$ cat src/rtl/instruction_fetch_unit_pkg.sv
// Shared constants and types for the instruction fetch stage and the ROM it drives.
package instruction_fetch_unit_pkg;

  typedef enum logic {
    RUN = 1'b0,
    ERR = 1'b1
  } state_t;

  localparam int unsigned INST_BYTES        = 4;
  localparam logic [31:0] DEFAULT_RESET_PC  = 32'h0000_0000;
  localparam int unsigned ROM_BYTES_DEFAULT = 4096;

endpackage

$ cat src/rtl/instruction_fetch_unit_pc_register.sv
// Program counter register: redirect load has priority over sequential increment.
module pc_register
  import instruction_fetch_unit_pkg::*;
#(
  parameter logic [31:0] RESET_PC = DEFAULT_RESET_PC
) (
  input  logic        clk,
  input  logic        rst,
  input  logic        load,
  input  logic        inc,
  input  logic [31:0] load_pc,
  output logic [31:0] pc
);

  localparam logic [31:0] STEP = 32'(INST_BYTES);

  logic [31:0] pc_d, pc_q;

  always_comb begin
    pc_d = pc_q;
    if (load)     pc_d = load_pc;
    else if (inc) pc_d = pc_q + STEP;
  end

  always_ff @(posedge clk or posedge rst) begin
    if (rst) pc_q <= RESET_PC;
    else     pc_q <= pc_d;
  end

  assign pc = pc_q;

endmodule

$ cat src/rtl/instruction_fetch_unit.sv
// Fetch stage: drives the instruction ROM from pc, captures words into IR and
// hands them to decode over valid/ready; traps bad fetch addresses into ERR.
module instruction_fetch_unit
  import instruction_fetch_unit_pkg::*;
#(
  parameter logic [31:0] RESET_PC  = DEFAULT_RESET_PC,
  parameter int unsigned ROM_BYTES = ROM_BYTES_DEFAULT
) (
  input  logic        clk,
  input  logic        reset,
  input  logic        en,
  input  logic        redirect,
  input  logic [31:0] redirect_pc,
  input  logic        ir_ready,
  input  logic [31:0] D_In,
  output logic        m_cs,
  output logic        m_rd,
  output logic [31:0] Addr,
  output logic [31:0] IR,
  output logic        ir_valid,
  output logic [31:0] PC_Out,
  output logic [31:0] PC_Next,
  output logic        fetch_err
);

  localparam logic [31:0] LAST_PC = 32'(ROM_BYTES - INST_BYTES);
  localparam logic [31:0] STEP    = 32'(INST_BYTES);

  state_t      state_q, state_d;
  logic [31:0] pc;
  logic [31:0] ir_d, ir_q, pc_out_d, pc_out_q, pc_next_d, pc_next_q;
  logic        ir_valid_d, ir_valid_q, fetch_err_d, fetch_err_q;
  logic        pc_bad, fetch_req, fire, trap, redirect_take;

  // A fetch is requested only when the IR slot is free or being drained;
  // the address check then decides between a ROM access and a trap.
  always_comb begin
    pc_bad        = (pc[1:0] != 2'b00) || (pc > LAST_PC);
    fetch_req     = (state_q == RUN) && en && !redirect && (!ir_valid_q || ir_ready);
    redirect_take = (state_q == RUN) && redirect;
  end

  always_ff @(posedge clk or posedge reset) begin
    if (reset) state_q <= RUN;
    else       state_q <= state_d;
  end

  always_comb begin
    state_d = state_q;
    if ((state_q == RUN) && fetch_req && pc_bad) state_d = ERR;
  end

  always_comb begin
    fire = 1'b0;
    trap = 1'b0;
    if (state_q == RUN) begin
      fire = fetch_req && !pc_bad;
      trap = fetch_req && pc_bad;
    end
  end

  assign m_cs = fire;
  assign m_rd = fire;
  assign Addr = pc;

  pc_register #(.RESET_PC(RESET_PC)) u_pc (
    .clk    (clk),
    .rst    (reset),
    .load   (redirect_take),
    .inc    (fire),
    .load_pc(redirect_pc),
    .pc     (pc)
  );

  always_comb begin
    ir_d        = ir_q;
    pc_out_d    = pc_out_q;
    pc_next_d   = pc_next_q;
    ir_valid_d  = ir_valid_q;
    fetch_err_d = fetch_err_q | trap;
    if (redirect_take || trap) begin
      ir_valid_d = 1'b0;
    end else if (fire) begin
      ir_d       = D_In;
      pc_out_d   = pc;
      pc_next_d  = pc + STEP;
      ir_valid_d = 1'b1;
    end else if (ir_valid_q && ir_ready) begin
      ir_valid_d = 1'b0;
    end
  end

  always_ff @(posedge clk or posedge reset) begin
    if (reset) begin
      ir_q        <= '0;
      pc_out_q    <= '0;
      pc_next_q   <= STEP;
      ir_valid_q  <= 1'b0;
      fetch_err_q <= 1'b0;
    end else begin
      ir_q        <= ir_d;
      pc_out_q    <= pc_out_d;
      pc_next_q   <= pc_next_d;
      ir_valid_q  <= ir_valid_d;
      fetch_err_q <= fetch_err_d;
    end
  end

  assign IR        = ir_q;
  assign ir_valid  = ir_valid_q;
  assign PC_Out    = pc_out_q;
  assign PC_Next   = pc_next_q;
  assign fetch_err = fetch_err_q;

endmodule

$ cat config.mk
export PLATFORM = sky130hd
export DESIGN_NAME = instruction_fetch_unit
export DESIGN_NICKNAME = d
export VERILOG_FILES = /design/src/rtl/instruction_fetch_unit_pkg.sv /design/src/rtl/instruction_fetch_unit_pc_register.sv /design/src/rtl/instruction_fetch_unit.sv
export SDC_FILE = /design/constraint.sdc
export NUM_CORES = 1
export LEC_CHECK = 0
export BUFFER_PORTS_ARGS = -buffer_cell sky130_fd_sc_hd__buf_4
export CAP_MARGIN = 20
export CORE_ASPECT_RATIO = 1.25
export CORE_MARGIN = 10
export CORE_UTILIZATION = 35
export CTS_CLUSTER_SIZE = 10
export DETAILED_ROUTE_END_ITERATION = 8
export PLACE_DENSITY = 0.62
export SKIP_LAST_GASP = 1
export SYNTH_ARGS = -nofsm -noshare
export SYNTH_HDL_FRONTEND = slang
export SYNTH_HIERARCHICAL = 1
export SYNTH_SLANG_ARGS = --single-unit
$ cat constraint.sdc
create_clock -name clk -period 4.75 [get_ports clk]
set_clock_uncertainty 0.15 [all_clocks]
set_input_delay 0.475 -clock clk [delete_from_list [all_inputs] [get_ports clk]]
set_output_delay 0.475 -clock clk [all_outputs]
set_load 0.02 [all_outputs]
==> impl_results.md, run 1 <==
- H-tree Lvls: 4
- Clock latency on the worst-skew pair: 0.42 ns
- Vias per cell: 4.90
- Reg2Reg Depth: 8
- CP max-delay cell: or4_1
- Hold Path Class: in2async
- Worst VDD drop: 271 uV
- Ports: 201
- Cell Count, Final, Fillers Out: 875
- CTS Buffer Depth: 2
- Setup crit start kind: register
- Wirelength per Cell: 18.5 um
- PD cells: 474 mW/mm^2
- Fillers: 1431
- GR Util All Layers: 15.2%
- Synth cell types: 46
- Worst Path Class, Setup: reg2reg
- Remaining Overflow, GRT: 0
- Post-synthesis sequential area ratio: 58.6%
- Seq. cell area: 0.00323 mm^2
- EDFF count, synth: 0
- Clock transition at path regs: 0.07 ns
- Hold_ws: 0.0173 ns
- Vias in the first global route: 4513
- Slowest Stage Delay on Critical Path: 0.55 ns
- DP Wirelength: 12000 um
- Critical R2R Launch: u_pc/pc[27]
- First-pass GRT wire length: 25900 um
- X dimension of the die: 132 um
- Critical path arrival: 3.40 ns
- Total clock sinks: 129
- RSZ-0062 raised after global routing: false
- Core Rows: 51
- Mapped Cells: 453
- GRT busiest layer: met2
- Gpl congestion: 0.854
- I/O Buffers: 200
- Worst Path Buf+Inv: 1
- Crit. End Element: register
- Starting DRT DRC Count: 247
- Setup_tns: 0 ns
- Syn avg cell area: 12.2 um^2
- CP required: 4.93 ns
- Critical path peak fanout: 12
- Total CTS buffers: 17
- Pre-CTS setup slack: 1.55 ns
- Met3 GRT Util: 6.24%
- # setup viols final: 0
- Worst-margin pin slew: 0.753 ns
- Final-report hold violation count: 0
- Die footprint: 0.0212 mm^2
- Max Cap Viol: 0
- FF-to-FF setup slack: 1.53 ns
- Synthesized cell area: 0.00551 mm^2
- Synth warn: 6
- Drc violations: 0
- Fin crit period: 3.22 ns
- Leak: 3.93 nW
- Final period utilization: 67.8%
- Die height: 160 um
- Final net count: 721
- Initial antenna violation count: 0
- Worst rel slew slack: 49.8%
- Area Overhead vs Synth: 40.7%
- Number of iterations in the first detailed-routing pass: 5
- Antenna fix cells: 0
- Post-cts sizing count: 0
- Root Buffer: clkbuf_16
- Power Total: 3.68 mW
- Met2 Track Usage GR: 22.3%
- Met1 usage: 19.7%
- Total Wirelength: 16200 um
- Area of the multi-input gates: 0.00210 mm^2
- Core area: 0.0155 mm^2
- Max Freq: 311 MHz
- Post-Syn Nets: 524
- Placed insts: 842
- Detail Route Antenna Nets: 0
- Top delay family on crit path: simple AND/OR/NAND/NOR gates
- Initial Util: 35.6%
- Pin count of the biggest net entering global routing: 95
- Synth Register Bits: 129
- TritonCTS clock tree: yes
- Ordered list of cells on the worst path: nor4_1, nand4_1, nor3_1, buf_4, and4_1, nand2_2, or4_1, a31oi_1
- Hold Buf Count CTS: 0
- Reg-to-Reg End: u_pc/pc[27]
- Via count: 4288
- Layout cells sized above 1: 41.3%
- Top FF cell, synth: dfrtp_1
- Fin. max-slew vios: 0
- Synth async-reset ratio: 100%
- Final WS setup: 1.53 ns
- Post-CTS setup buffer count: 0
- Outcome: complete, no violations
-- sequential cells by signal, indices dropped and copies added (netlist names) --
| name | count |
|---|---|
| fetch_err | 1 |
| PC_Next | 30 |
| IR | 32 |
| PC_Out | 32 |
| state_q | 1 |
| ir_valid | 1 |
| u_pc/pc | 32 |
-- power by group --
group          switching, mW  internal (mW)  leakage [nW]
combinational          0.464          0.399          1.95
sequential             0.322           1.25          1.71
clock                  0.554          0.694         0.274
total                   1.34           2.34          3.93
-- per-layer routing --
layer / wire length, um / share of wire, %
met1: 7160 / 44
met2: 7160 / 44
met3: 1610 / 9.9
met4: 247 / 1.5
met5: 0 / 0
-- cell type report --
class | count | share of cell area, %
Sequential cell | 129 | 41.6
Tap cell | 212 | 3.42
Timing Repair Buffer | 207 | 20.3
Clock inverter | 15 | 1.79
Inverter | 7 | 0.371
Clock buffer | 17 | 5.48
Multi-Input combinational cell | 288 | 27.0
-- worst max-delay path by stage --
stage                startpoint           to  slack [ns]  cells after the start
floorplan           u_pc/pc[14]  u_pc/pc[23]        1.40                      9
global placement    u_pc/pc[27]  u_pc/pc[31]        1.57                      8
finish              u_pc/pc[27]  u_pc/pc[27]        1.53                      8
detailed placement  u_pc/pc[27]  u_pc/pc[27]        1.55                      8
CTS                 u_pc/pc[27]  u_pc/pc[27]        1.51                      8
global route        u_pc/pc[27]  u_pc/pc[27]        1.32                      8
-- Yosys cell counts, drive strengths merged, types with 3 or more instances --
| cell | count | area share (%) |
|---|---|---|
| mux2 | 54 | 11 |
| clkbuf | 7 | 0.48 |
| and3 | 5 | 0.57 |
| buf | 22 | 2.6 |
| a211o | 3 | 0.48 |
| xor2 | 15 | 2.4 |
| o31ai | 8 | 1.1 |
| or4 | 11 | 1.5 |
| nand2b | 5 | 0.57 |
| a31oi | 9 | 1.0 |
| nor2 | 15 | 1.0 |
| dfrtp | 128 | 58 |
| nor2b | 43 | 4.9 |
| nand3 | 19 | 1.7 |
| o21ai | 14 | 1.3 |
| xnor2 | 6 | 0.95 |
| nor4 | 8 | 0.91 |
| nand4 | 14 | 2.0 |
| nor3 | 4 | 0.45 |
| nand2 | 31 | 2.2 |
| inv | 7 | 0.48 |
| and4 | 8 | 1.3 |
-- worst min-delay path: cells and delay by family --
kind	cells	cell delay (ns)
buffers and inverters	3	0.53
-- metrics by stage --
step	util, %	cell area (um^2)
global placement	46.2	7170
floorplan	-	5510
global route	50.0	7760
CTS	49.9	7730
finish	50.0	7760
detailed placement	46.2	7170
-- cell families after synthesis --
family          synth area share (%)
fa+ha+maj                      0.454
xor+xnor                        3.34
buf+inv                         3.56
flops                           58.6
compound gates                  5.20
mux                             11.4
simple gates                    17.5
-- cells in the final DEF, fill, tap and decap left out, types with 6 or more instances in the layout --
master and n:
and4_1 7, mux2_2 26, nand4_1 12, xor2_1 15, xnor2_1 6, clkbuf_16 17, nand2_1 30, or4_1 11
dfrtp_1 128, nor2_1 15, nand3_1 19, a31oi_1 9, nor4_1 8, o31ai_1 8, buf_4 206, nor2b_1 42
mux2_1 28, o21ai_0 12, inv_6 6
Note: power is estimated with default switching activity, not from simulation.
==> run 2, diff against run 1 <==
- ABC_AREA: default -> 1
- PLACE_DENSITY: 0.62 -> 0.63
- clock period: 4.75 -> 2.8 ns (I/O delays scaled with it)
==> run 2 against run 1 <==
  * Final cell count rose by 43%
  * Count of clock-buffer cells in the layout rose by 1
  * Clock power rose by 82%
  * Hold slack better by 0.050 ns
  * Sequential power is 24% higher
  * Synthesized cell count grew 65%
  * Routed wire length up 20%
  * Largest cell class unchanged
  * First-iteration DRC count increased by 33%
==> impl_results.md, run 2 <==
- Mapped Cells: 748 (+65%)
- Post-synthesis sequential area ratio: 53.6% (-5.0 points)
- Initial Util: 35.8% (+0.24 points)
- Synth async-reset ratio: 100% (unchanged)
- Synth warn: 6 (unchanged)
- DP Wirelength: 13700 um (+14%)
- Clock latency on the worst-skew pair: 0.42 ns (about the same)
- EDFF count, synth: 0 (unchanged)
- Top FF cell, synth: dfrtp_1
- Critical path peak fanout: 50 (+38)
- Largest cells by area after synthesis: dfrtp_1 53%, nand2_1 18%, nor2_1 5.7%
- Max Freq: 376 MHz
- CP required: 2.37 ns (-2.56 ns)
- Root Buffer: clkbuf_16
- Setup crit start kind: register
- Vias in the first global route: 5594 (+24%)
- Setup_tns: 0 ns (unchanged)
- Pin count of the biggest net entering global routing: 100 (+5.3%)
- Die footprint: 0.0229 mm^2 (+8.0%)
- Syn avg cell area: 8.06 um^2 (-34%)
- X dimension of the die: 137 um (+3.9%)
- Hold Path Class: in2reg
- Total CTS buffers: 17 (unchanged)
- Total Wirelength: 19400 um (+20%)
- Synth cell count leaders: 291 x nand2_1, 128 x dfrtp_1, 92 x nor2_1
- Crit. End Element: output pin
- Final period utilization: 94.9%
- Leak: 4.80 nW (+22%)
- First-pass GRT wire length: 30200 um (+16%)
- H-tree Lvls: 4 (unchanged)
- Worst rel slew slack: 47.3% (-2.5 points)
- Area Overhead vs Synth: 49.8%
- Synthesized cell area: 0.00603 mm^2 (+9.4%)
- RSZ-0062 raised after global routing: false
- PD cells: 506 mW/mm^2 (+6.6%)
- Placed insts: 1152 (+37%)
- Worst Setup SP: u_pc/pc[12]
- Starting DRT DRC Count: 329 (+33%)
- Clock transition at path regs: 0.06 ns (about the same)
- Reg-to-Reg End: u_pc/pc[17]
- Final net count: 1088 (+51%)
- Most frequent cells in the layout: 291 x nand2_1, 208 x buf_4, 128 x dfrtp_1
- Number of iterations in the first detailed-routing pass: 6 (+1)
- Core area: 0.0168 mm^2 (+8.6%)
- I/O Buffers: 200 (unchanged)
- Hold_ws: 0.0672 ns (+0.0499 ns)
- WHS Endpoint: ir_valid
- Count leader, synth: nand2_1
- TritonCTS clock tree: yes
- Layout cells sized above 1: 27.4% (-14 points)
- Worst Path Class, Setup: reg2out
- Reg2Reg Depth: 10 (+2)
- Worst-margin pin slew: 0.789 ns (+0.0359 ns)
- FF-to-FF setup slack: 0.33 ns (-1.20 ns)
- Critical path arrival: 2.23 ns (-1.17 ns)
- Critical R2R Launch: u_pc/pc[12]
- GR Util All Layers: 16.6% (+1.4 points)
- Ports: 201 (unchanged)
- Hold Path Cell Cnt: 4
- Hold wc startpoint: ir_ready
- # setup viols final: 0 (unchanged)
- Remaining Overflow, GRT: 0 (unchanged)
- Synth top area share: 53.1% (-5.0 points)
- Total clock sinks: 129 (unchanged)
- Final-report hold violation count: 0 (unchanged)
- Synth cell types: 35 (-24%)
- Post-Syn Nets: 819 (+56%)
- Fin crit period: 2.66 ns
- Largest area contributor in the netlist: dfrtp_1
- Fin. max-slew vios: 0 (unchanged)
- Antenna fix cells: 0 (unchanged)
- Core Rows: 53 (+3.9%)
- Drc violations: 0 (unchanged)
- Detail Route Antenna Nets: 0 (unchanged)
- Vias per cell: 4.49 (-8.4%)
- Outcome: complete, no violations
- Cell Count, Final, Fillers Out: 1250 (+43%)
- Gpl congestion: 0.856 (+0.29%)
- Post-CTS setup buffer count: 0 (unchanged)
- Die height: 167 um (+4.0%)
- Most common cell after layout, fill and taps aside: nand2_1
- Synth Register Bits: 129 (unchanged)
- CTS Buffer Depth: 2 (unchanged)
- Worst VDD drop: 363 uV (+34%)
- Initial antenna violation count: 0 (unchanged)
- Power Total: 4.57 mW (+24%)
- Max Cap Viol: 0 (unchanged)
- Via count: 5614 (+31%)
- Wirelength per Cell: 15.5 um (-16%)
## run 2: cell type report
type | instances | area [um^2]
clock buffer | 18 | 439
sequential | 129 | 3230
fill | 1633 | 7820
clock inverter | 14 | 169
timing repair buffer | 276 | 2270
inverter | 79 | 300
tap | 220 | 275
multi-input combinational | 514 | 2350
## run 2: stage by stage
step	util (%)	setup slack (ns)	instance area, um^2
after global placement	46.0	0.388	7750
after CTS	53.5	0.0119	9010
final	53.6	0.144	9030
after detailed placement	46.0	0.317	7750
after floorplan	-	0.597	6030
after global routing	53.6	0.00384	9030
## run 2: layer usage
layer  share of wire (%)  vias to the layer above  global-route usage [%]
li1                    -                     2826                       -
met4                0.98                        0                    4.68
met3                 8.2                       15                    5.48
met5                   0                        -                       0
met1                  41                     2597                    20.0
met2                  50                      176                    27.4
## run 2: what timing repair did
item | in CTS | in global routing
hold endpoints to repair | 126 | 0
endpoints found under the setup margin | 0 | 2
resized for setup | 0 | 3
hold buffers | 65 | 0
## run 2: worst max path at each step
| stage | to | slack, ns | cells past startpoint |
|---|---|---|---|
| after global placement | u_pc/pc[9] | 0.39 | 9 |
| after global routing | m_cs | 0.004 | 7 |
| after floorplan | u_pc/pc[12] | 0.60 | 11 |
| after CTS | m_cs | 0.01 | 7 |
| after detailed placement | u_pc/pc[9] | 0.32 | 9 |
| final | m_cs | 0.14 | 7 |
## run 2: report_power, final
group / internal (mW) / switching (mW) / total (mW) / leakage (nW)
logic: 0.190 / 0.161 / 0.351 / 2.96
registers: 1.89 / 0.0536 / 1.94 / 1.54
clock network: 1.37 / 0.904 / 2.27 / 0.302
total: 3.45 / 1.12 / 4.57 / 4.80
## run 2: kinds of logic after synthesis
kind of cell    share of synthesized area, %
compound gates                          4.38
xor+xnor                                1.74
simple gates                            32.3
fa+ha+maj                              0.415
buf+inv                                 7.60
flops                                   53.6
## run 2: worst max-delay path: stages (launching register included)
cell,delay (ns)
dfrtp_1,0.46
nor2_1,0.14
nand2_1,0.07
nor2_2,0.20
nand3_2,0.16
nor2_4,0.23
clkbuf_16,0.29
buf_4,0.20
==> run 3, diff against run 2 <==
- BUFFER_PORTS_ARGS: -buffer_cell sky130_fd_sc_hd__buf_4 -> -buffer_cell sky130_fd_sc_hd__buf_2
- CTS_BUF_LIST: default -> sky130_fd_sc_hd__clkbuf_8
==> run 3 against run 2 <==
  * Global-route usage about the same
  * Critical path depth unchanged
  * Fmax up 1.9%
  * Routed wire length decreased by 0.42%
  * Clock power is 33% lower
  * Via count decreased by 0.36%
  * Sequential power about the same
  * Largest power group is now registers
  * Flip-flop and latch count stayed put
  * First-iteration DRC count fell by 17%
  * Power is 18% lower
  * Core utilization decreased by 4.3 points
  * Critical path type unchanged
  * Final cell count about the same
==> impl_results.md, run 3 (same netlist as run 2, synthesis figures left out) <==
- Setup crit start kind: register
- Most frequent cells in the layout: 291 x nand2_1, 200 x buf_2, 128 x dfrtp_1
- Gpl congestion: 0.853 (-0.35%)
- CTS Buffer Depth: 2 (unchanged)
- Slowest Stage Delay on Critical Path: 0.47 ns (about the same)
- Leak: 4.54 nW (-5.4%)
- Ports: 201 (unchanged)
- H-tree Lvls: 4 (unchanged)
- Starting DRT DRC Count: 274 (-17%)
- Total CTS buffers: 17 (unchanged)
- Vias in the first global route: 5685 (+1.6%)
- Crit. End Element: output pin
- Final-report hold violation count: 0 (unchanged)
- Die footprint: 0.0229 mm^2 (unchanged)
- Root Buffer: clkbuf_8
- Critical R2R Launch: u_pc/pc[12]
- # setup viols final: 0 (unchanged)
- Worst Path Buf+Inv: 2 (unchanged)
- Number of iterations in the first detailed-routing pass: 5 (-1)
- PD cells: 453 mW/mm^2 (-10%)
- Fillers: 1631 (-0.12%)
- Clock latency on the worst-skew pair: 0.43 ns (about the same)
- Area Overhead vs Synth: 37.8%
- Final net count: 1086 (-0.18%)
- Remaining Overflow, GRT: 0 (unchanged)
- Initial antenna violation count: 0 (unchanged)
- Fin util: 49.3% (-4.3 points)
- Pin count of the biggest net entering global routing: 98 (-2.0%)
- GR Util All Layers: 16.6% (-0.024 points)
- Worst Setup SP: u_pc/pc[12]
- Max Freq: 384 MHz (+1.9%)
- Clock transition at path regs: 0.08 ns (+0.02 ns)
- Most common cell after layout, fill and taps aside: nand2_1
- Hold wc startpoint: ir_ready
- CP max-delay cell: dfrtp_1
- Via count: 5594 (-0.36%)
- TritonCTS clock tree: yes
- I/O Buffers: 200 (unchanged)
- First-pass GRT wire length: 30200 um (+0.14%)
- Final period utilization: 93.1% (-1.7 points)
- Initial Util: 35.8% (unchanged)
- Fin crit period: 2.61 ns (-0.0486 ns)
- Core area: 0.0168 mm^2 (unchanged)
- Setup_tns: 0 ns (unchanged)
- Vias per cell: 4.48 (-0.28%)
- Worst rel slew slack: 49.7% (+2.4 points)
- FF-to-FF setup slack: 0.34 ns (about the same)
- Critical path peak fanout: 25 (-50%)
- Outcome: complete, no violations
- DP Wirelength: 13300 um (-3.0%)
- Hold Path Class: in2reg
- Detail Route Antenna Nets: 0 (unchanged)
- Total Wirelength: 19300 um (-0.42%)
- X dimension of the die: 137 um (unchanged)
- Max Cap Viol: 0 (unchanged)
- Drc violations: 0 (unchanged)
- CP required: 2.37 ns (about the same)
- Worst VDD drop: 248 uV (-32%)
- Wirelength per Cell: 15.4 um (-0.34%)
- Worst Path Class, Setup: reg2out
- Core Rows: 53 (unchanged)
- Die height: 167 um (unchanged)
- Hold_ws: 0.0993 ns (+0.0321 ns)
- Ordered list of cells on the worst path: nor2_1, nand2_1, nor2_2, nand3_2, nor2_4, clkbuf_16, buf_2
- Critical path arrival: 2.18 ns (-0.05 ns)
- Fin. max-slew vios: 0 (unchanged)
- Worst-margin pin slew: 0.753 ns (-0.0359 ns)
- RSZ-0062 raised after global routing: false
- Total clock sinks: 129 (unchanged)
- Top delay family on crit path: simple AND/OR/NAND/NOR gates
- Layout cells sized above 1: 27.2% (-0.14 points)
## run 3: cell count changes in the layout (fill, tap and decap cells not counted), moves of 2 or more
cell,delta
buf_2,+200
clkinvlp_4,+2
clkbuf_8,+16
clkbuf_16,-17
bufinv_16,-2
buf_4,-203
## run 3: layout make-up
class	instances	area (um^2)	area share (%)
antenna	1	2.50	0.0301
clock buffer	17	234	2.82
clock inverter	15	143	1.72
inverter	79	300	3.61
multi-input combinational	514	2350	28.2
sequential	129	3230	38.9
tap	220	275	3.31
timing repair buffer	274	1780	21.4
## run 3: metal layers
layer	track usage, %	vias to the layer above	routed length [um]
met3	4.94	16	1470
met2	28.1	167	9450
met5	0	-	0
li1	-	2836	-
met4	4.59	0	248
met1	19.7	2575	8110
## run 3: metrics by stage
| step | instance area [um^2] | cells | setup slack (ns) | power, mW |
|---|---|---|---|---|
| finish | 8310 | 1249 | 0.193 | 3.77 |
| global route | 8310 | 1248 | 0.0607 | 3.96 |
| CTS | 8290 | 1247 | 0.0561 | 3.83 |
| detailed placement | 7230 | 1149 | 0.351 | 2.21 |
| global placement | 7230 | 1149 | 0.425 | 2.21 |
| floorplan | 6030 | 748 | 0.597 | 2.09 |
## run 3: worst reg2reg max path: cells and delay by family (launching register included)
family | cells | cell delay (ns)
buffers and inverters | 2 | 0.64
and+or+nand+nor | 8 | 1.14
DFF | 1 | 0.47
## run 3: worst paths after layout
path	end	cells after the start
hold / removal	ir_valid	4
setup / recovery	m_cs	7
max in group asynchronous	u_pc/pc[25]	4
min in group asynchronous	u_pc/pc[18]	3
hold reg to reg	fetch_err	2
setup reg to reg	u_pc/pc[17]	10
## run 3: report_power, final
group	internal, mW	switching, mW	leakage, nW
Combinational	0.148	0.156	2.81
Clock	0.659	0.864	0.189
Sequential	1.88	0.0549	1.54
Total	2.69	1.07	4.54
## run 3: repair_timing
| item | CTS | global route |
|---|---|---|
| setup endpoints to repair | 2 | 2 |
| gates cloned | 1 | 1 |
| buffers inserted | 0 | 0 |
| resized for setup | 1 | 2 |
| endpoints found under the hold margin | 173 | 0 |
| hold buffers | 65 | 0 |
